--- src/rtl/usb_rx_crc_check_if.sv ---
// rtl/usb_rx_crc_check_if.sv - byte-stream and verdict signals of the USB receive packet checker
interface usb_rx_crc_check_if #(
  parameter int LEN_W = 11
);
  logic             rx_active;
  logic             rx_valid;
  logic [7:0]       rx_data;
  logic             rx_ready;
  logic [7:0]       data_out;
  logic             data_valid;
  logic [3:0]       pid;
  logic [LEN_W-1:0] pkt_len;
  logic             pkt_ok;
  logic             pkt_err;

  modport master (
    output rx_active, rx_valid, rx_data,
    input  rx_ready, data_out, data_valid, pid, pkt_len, pkt_ok, pkt_err
  );

  modport slave (
    input  rx_active, rx_valid, rx_data,
    output rx_ready, data_out, data_valid, pid, pkt_len, pkt_ok, pkt_err
  );
endinterface

--- src/rtl/usb_rx_crc_check.sv ---
// rtl/usb_rx_crc_check.sv - USB receive checker: PID/CRC16 validation, CRC byte stripping, verdict pulse
// Defining USB_RX_PID_CHECK_EN enables the PID nibble-complement check.
module usb_rx_crc_check #(
  parameter int MAX_LEN = 1024,
  parameter int LEN_W   = 11
) (
  input  logic              clk,
  input  logic              reset,
  usb_rx_crc_check_if.slave bus
);
  localparam int               CNT_W        = LEN_W + 1;
  localparam logic [CNT_W-1:0] CNT_LIMIT    = CNT_W'(MAX_LEN + 2);
  localparam logic [CNT_W-1:0] CNT_TWO      = CNT_W'(2);
  localparam logic [15:0]      CRC_INIT     = 16'hFFFF;
  localparam logic [15:0]      CRC_RESIDUAL = 16'hB001;

  typedef enum logic [2:0] {SYNC, IDLE, DATA, DRAIN, DONE} state_e;

  state_e           state_q, state_d;
  logic [15:0]      crc_q, crc_d;
  logic [CNT_W-1:0] cnt_q, cnt_d;
  logic             err_q, err_d;
  logic [7:0]       hold0_q, hold0_d;
  logic [7:0]       hold1_q, hold1_d;
  logic [7:0]       data_out_q, data_out_d;
  logic             data_valid_q, data_valid_d;
  logic [3:0]       pid_q, pid_d;
  logic [LEN_W-1:0] len_q, len_d;
  logic             ok_q, ok_d;
  logic             bad_q, bad_d;

  logic             rx_ready;
  logic             accept;
  logic             pid_pass;
  logic             verdict_pass;
  logic [LEN_W-1:0] verdict_len;

  function automatic logic [15:0] crc16_byte(input logic [15:0] crc, input logic [7:0] b);
    logic [15:0] c;
    c = crc ^ {8'h00, b};
    for (int i = 0; i < 8; i++) begin
      c = c[0] ? ((c >> 1) ^ 16'hA001) : (c >> 1);
    end
    return c;
  endfunction

`ifdef USB_RX_PID_CHECK_EN
  assign pid_pass = (bus.rx_data[7:4] == ~bus.rx_data[3:0]);
`else
  assign pid_pass = 1'b1;
`endif

  assign rx_ready     = (state_q == IDLE) || (state_q == DATA) || (state_q == DRAIN);
  assign accept       = bus.rx_valid && rx_ready && bus.rx_active;
  assign verdict_pass = !err_q && (cnt_q >= CNT_TWO) && (crc_q == CRC_RESIDUAL);
  assign verdict_len  = (cnt_q >= CNT_TWO) ? LEN_W'(cnt_q - CNT_TWO) : '0;

  always_comb begin
    state_d      = state_q;
    crc_d        = crc_q;
    cnt_d        = cnt_q;
    err_d        = err_q;
    hold0_d      = hold0_q;
    hold1_d      = hold1_q;
    data_out_d   = data_out_q;
    data_valid_d = 1'b0;
    pid_d        = pid_q;
    len_d        = len_q;
    ok_d         = 1'b0;
    bad_d        = 1'b0;
    case (state_q)
      SYNC: begin
        if (!bus.rx_active) state_d = IDLE;
      end
      IDLE: begin
        if (accept) begin
          pid_d   = bus.rx_data[3:0];
          crc_d   = CRC_INIT;
          cnt_d   = '0;
          err_d   = !pid_pass;
          state_d = pid_pass ? DATA : DRAIN;
        end
      end
      DATA: begin
        if (!bus.rx_active) begin
          state_d = DONE;
          ok_d    = verdict_pass;
          bad_d   = !verdict_pass;
          len_d   = verdict_len;
        end else if (accept) begin
          if (cnt_q == CNT_LIMIT) begin
            err_d   = 1'b1;
            state_d = DRAIN;
          end else begin
            // Two-byte holdoff: the newest two bytes may be the CRC, so only older ones leave.
            crc_d   = crc16_byte(crc_q, bus.rx_data);
            cnt_d   = cnt_q + CNT_W'(1);
            hold0_d = hold1_q;
            hold1_d = bus.rx_data;
            if (cnt_q >= CNT_TWO) begin
              data_valid_d = 1'b1;
              data_out_d   = hold0_q;
            end
          end
        end
      end
      DRAIN: begin
        if (!bus.rx_active) begin
          state_d = DONE;
          ok_d    = verdict_pass;
          bad_d   = !verdict_pass;
          len_d   = verdict_len;
        end
      end
      DONE: begin
        state_d = IDLE;
      end
      default: begin
        state_d = SYNC;
      end
    endcase
  end

  always_ff @(posedge clk) begin
    if (!reset) begin
      state_q      <= SYNC;
      crc_q        <= CRC_INIT;
      cnt_q        <= '0;
      err_q        <= 1'b0;
      hold0_q      <= '0;
      hold1_q      <= '0;
      data_out_q   <= '0;
      data_valid_q <= 1'b0;
      pid_q        <= '0;
      len_q        <= '0;
      ok_q         <= 1'b0;
      bad_q        <= 1'b0;
    end else begin
      state_q      <= state_d;
      crc_q        <= crc_d;
      cnt_q        <= cnt_d;
      err_q        <= err_d;
      hold0_q      <= hold0_d;
      hold1_q      <= hold1_d;
      data_out_q   <= data_out_d;
      data_valid_q <= data_valid_d;
      pid_q        <= pid_d;
      len_q        <= len_d;
      ok_q         <= ok_d;
      bad_q        <= bad_d;
    end
  end

  assign bus.rx_ready   = rx_ready;
  assign bus.data_out   = data_out_q;
  assign bus.data_valid = data_valid_q;
  assign bus.pid        = pid_q;
  assign bus.pkt_len    = len_q;
  assign bus.pkt_ok     = ok_q;
  assign bus.pkt_err    = bad_q;
endmodule

--- src/flat_wrapper.sv ---
// flat-port wrapper written by rule: the top's interface ports become plain ports
module usb_rx_crc_check_flat 
#(
  parameter int MAX_LEN = 1024,
  parameter int LEN_W   = 11
)
  (clk, reset, bus_rx_active, bus_rx_valid, bus_rx_data, bus_rx_ready, bus_data_out, bus_data_valid, bus_pid, bus_pkt_len, bus_pkt_ok, bus_pkt_err);
  usb_rx_crc_check_if #(.LEN_W(LEN_W)) bus_i ();
  input  logic clk;
  input  logic reset;
  input wire logic [$bits(bus_i.rx_active)-1:0] bus_rx_active;
  input wire logic [$bits(bus_i.rx_valid)-1:0] bus_rx_valid;
  input wire logic [$bits(bus_i.rx_data)-1:0] bus_rx_data;
  output wire logic [$bits(bus_i.rx_ready)-1:0] bus_rx_ready;
  output wire logic [$bits(bus_i.data_out)-1:0] bus_data_out;
  output wire logic [$bits(bus_i.data_valid)-1:0] bus_data_valid;
  output wire logic [$bits(bus_i.pid)-1:0] bus_pid;
  output wire logic [$bits(bus_i.pkt_len)-1:0] bus_pkt_len;
  output wire logic [$bits(bus_i.pkt_ok)-1:0] bus_pkt_ok;
  output wire logic [$bits(bus_i.pkt_err)-1:0] bus_pkt_err;
  assign bus_i.rx_active = bus_rx_active;
  assign bus_i.rx_valid = bus_rx_valid;
  assign bus_i.rx_data = bus_rx_data;
  assign bus_rx_ready = bus_i.rx_ready;
  assign bus_data_out = bus_i.data_out;
  assign bus_data_valid = bus_i.data_valid;
  assign bus_pid = bus_i.pid;
  assign bus_pkt_len = bus_i.pkt_len;
  assign bus_pkt_ok = bus_i.pkt_ok;
  assign bus_pkt_err = bus_i.pkt_err;
  usb_rx_crc_check #(.MAX_LEN(MAX_LEN), .LEN_W(LEN_W)) u_core (.clk(clk), .reset(reset), .bus(bus_i));
endmodule
--- config.mk ---
export PLATFORM = sky130hd
export DESIGN_NAME = usb_rx_crc_check_flat
export DESIGN_NICKNAME = d
export VERILOG_FILES = /design/src/rtl/usb_rx_crc_check_if.sv /design/src/rtl/usb_rx_crc_check.sv /design/src/flat_wrapper.sv
export SDC_FILE = /design/constraint.sdc
export NUM_CORES = 1
export LEC_CHECK = 0
export ABC_CLOCK_PERIOD_IN_PS = 5400
export CAP_MARGIN = 20
export CORE_AREA = 3 3 87 121
export DETAILED_ROUTE_END_ITERATION = 16
export DIE_AREA = 0 0 90 124
export PLACE_DENSITY = 0.53
export SYNTH_ARGS = -nofsm -noshare
export SYNTH_HDL_FRONTEND = slang
export SYNTH_SLANG_ARGS = --single-unit
--- constraint.sdc ---
create_clock -name clk -period 5.4 [get_ports clk]
set_clock_uncertainty 0.05 [all_clocks]
set_input_delay 1.08 -clock clk [delete_from_list [all_inputs] [get_ports clk]]
set_output_delay 1.08 -clock clk [all_outputs]
set_load 0.01 [all_outputs]
==> impl_metrics.json <==
{
  "cts_setup_buffers": 0,
  "final_max_slew_viol_count": 0,
  "critical_path.startpoint_type": "input port",
  "gr-usage-all-layers_pct": 14.3,
  "synthTopCellsByArea": "dfxtp_1 45%, a21oi_1 5.9%, nand2_1 5.7%",
  "first_global_vias": 2602,
  "std_cell_rows": 42,
  "nFillCells": 1003,
  "rsz0062_at_grt": "no",
  "maxSlewHeadroom_pct": 32.8,
  "cts_resized": 0,
  "cpPeakStageDelay_ns": 0.59,
  "hpwl_mm": 5.59,
  "holdBufCountCts": 0,
  "grt_max_degree": 31,
  "final_common_cell": "dfxtp_1",
  "cts.sinks": 74,
  "htree_levels": 3,
  "tns_ns": 0,
  "syn-cell-area_mm2": 0.00330,
  "drt_iter0_drc": 128,
  "initial_utilization_pct": 34.5,
  "drive_gt1_share_pct": 7.31,
  "report.power.total_mw": 1.18,
  "period_needed_ns": 3.37,
  "yosysTopAreaCellShare_pct": 44.9,
  "synthCells": 393,
  "yosysTopAreaCell": "dfxtp_1",
  "yosysSeqAreaShare_pct": 44.9,
  "nets": 435,
  "cts_buffers": 9,
  "required_ns": 5.53,
  "num_vias": 2775,
  "ys.flop_type": "dfxtp_1",
  "synth-edff-count": 0,
  "core_mm2": 0.00956,
  "cp_num_buf_inv": 2,
  "worstSetupPathType": "input port to register",
  "worstSetupStartpoint": "bus_rx_active",
  "power.density_mw_per_mm2": 292,
  "clkTransAtPathRegs_ns": 0.06,
  "multi_input_area_mm2": 0.00169,
  "async_flop_share_pct": 0,
  "placed_cell_area_mm2": 0.00376,
  "drt-total-wl_mm": 7.75,
  "insertion_delay_ns": 0.33,
  "r2r-end": "u_core.crc_q[14]",
  "grt_pass1_wl_mm": 12.7,
  "path_max_fanout": 21,
  "ir_worst_vdd_v": 0.000168,
  "layout_setup_ws_ns": 2.03,
  "setup_viol": 0,
  "via_per_inst": 4.99,
  "crit_chain": "clkdlybuf4s50_1 -> nand3_1 -> or3_1 -> a21oi_2 -> buf_4 -> and2_2 -> o21ai_0",
  "status": "completed",
  "final_cell_mix": "74 x dfxtp_1, 50 x nand2_1, 39 x a21oi_1",
  "setup.worst_path.end": "u_core.crc_q[14]",
  "worst_hold_slack_ns": 0.405,
  "gp_congestion": 0.812,
  "yosys.cell_types.count": 41,
  "critPathTopFamily": "buffers and inverters",
  "tritoncts": "built",
  "antenna_found_initial": 0,
  "final_area_mm2": 0.00405,
  "post-place-ws_ns": 1.69,
  "diodes": 0,
  "cap_viol_max_count": 0,
  "io_pins": 39,
  "dieWidth_um": 90,
  "r2r_slack_ns": 2.82,
  "hold_class": "register to register",
  "end_kind": "register",
  "finalCritPeriodShare_pct": 62.5,
  "die_h_um": 124,
  "clock_path_buffers": 2,
  "wire_per_inst_um": 13.9,
  "area.sequential_mm2": 0.00148,
  "fmax_mhz": 297,
  "syn_to_final_growth_pct": 22.7,
  "ant_nets": 0,
  "synth_nets": 409,
  "grt.overflow.total": 0,
  "final-hold-violation-count": 0,
  "cp.arrival_ns": 3.51,
  "critical_path_depth": 7,
  "leakage_nw": 1.37,
  "yosysWarnings": 0,
  "synth.ff_latch_count": 74,
  "port_buffers": 38,
  "cp_slowest_cell": "a21oi_2",
  "syn_avg_cell_area_um2": 8.40,
  "firstDrtPassIters": 4,
  "cts-root-buf": "clkbuf_16",
  "worst_slew_pin_slew_ns": 1.01,
  "drc": 0,
  "rr_worst_depth": 6,
  "dieArea_mm2": 0.0112,
  "reg2reg_from": "u_core.state_q[1]"
}
worst min-delay path by stage:
stage	start	end	slack, ns	cells after the start
after global routing	u_core.hold1_q[7]	u_core.hold0_q[7]	0.41	2
after global placement	u_core.hold1_q[7]	u_core.hold0_q[7]	0.39	2
after floorplan	u_core.hold1_q[0]	u_core.hold0_q[0]	0.38	2
final	u_core.hold1_q[2]	u_core.hold0_q[2]	0.40	2
after detailed placement	u_core.hold1_q[7]	u_core.hold0_q[7]	0.39	2
after CTS	u_core.hold1_q[7]	u_core.hold0_q[7]	0.41	2
kinds of logic (layout without fill, tap and decap cells):
kind of cell | count (synthesis) | after routing | share of synthesized area [%]
AOI/OAI and AO/OA | 87 | 87 | 14.7
xor gates and xnor gates | 33 | 33 | 10.5
adders and majority gates | 4 | 4 | 1.52
buffers and inverters | 32 | 63 | 3.98
DFF | 74 | 74 | 44.9
muxes | 1 | 1 | 0.303
and+or+nand+nor | 162 | 162 | 24.1
routing by layer:
layer,vias up,share of wire (%),GRT usage (%)
met5,-,0,0
met4,0,1.5,5.94
met3,10,3.4,3.50
met2,42,53,26.6
met1,1307,42,15.6
li1,1416,-,-
registers in the layout (all words and copies together), names as in the netlist:
| signal | cells |
|---|---|
| u_core.bus.pid | 4 |
| u_core.err_q | 1 |
| u_core.bus.pkt_ok | 1 |
| u_core.hold0_q | 8 |
| u_core.bus.data_valid | 1 |
| u_core.cnt_q | 12 |
| u_core.crc_q | 16 |
| u_core.hold1_q | 8 |
| u_core.bus.pkt_err | 1 |
| u_core.state_q | 3 |
| u_core.bus.pkt_len | 11 |
| u_core.bus.data_out | 8 |
metrics by stage:
stage	util, %	instances
floorplan	-	393
global placement	39.4	540
detailed placement	39.4	540
CTS	42.4	556
global route	42.4	556
finish	42.4	556
cell type report:
cell class                      instances  share of cell area (%)
Inverter                                5                   0.463
Multi-Input combinational cell        287                    41.7
Sequential cell                        74                    36.6
Timing Repair Buffer                   42                    10.1
Clock inverter                          6                    1.20
Clock buffer                           10                    5.90
Tap cell                              132                    4.08
cell usage after synthesis (all sizes together), types with 2 or more instances:
library cell and number:
a21oi 41, a22oi 9, a31oi 2, and2 3
and3 4, buf 9, clkbuf 18, dfxtp 74
ha 4, inv 5, nand2 50, nand2b 2
nand3 19, nand4 4, nor2 36, nor3 23
nor4 5, o211ai 2, o21ai 28, o31ai 3
or3 7, or4 4, xnor2 19, xnor3 3
xor2 11
worst min-delay path, stage by stage, from the launching register on:
cell,delay (ns)
dfxtp_1,0.31
nand2_1,0.05
a21oi_1,0.05
where the power goes:
part	switching, mW	total, mW	internal, mW	leakage [nW]
logic	0.0343	0.0675	0.0332	0.642
clock network	0.239	0.566	0.327	0.132
registers	0.00250	0.551	0.548	0.597
Note: power is estimated with default switching activity, not from simulation.
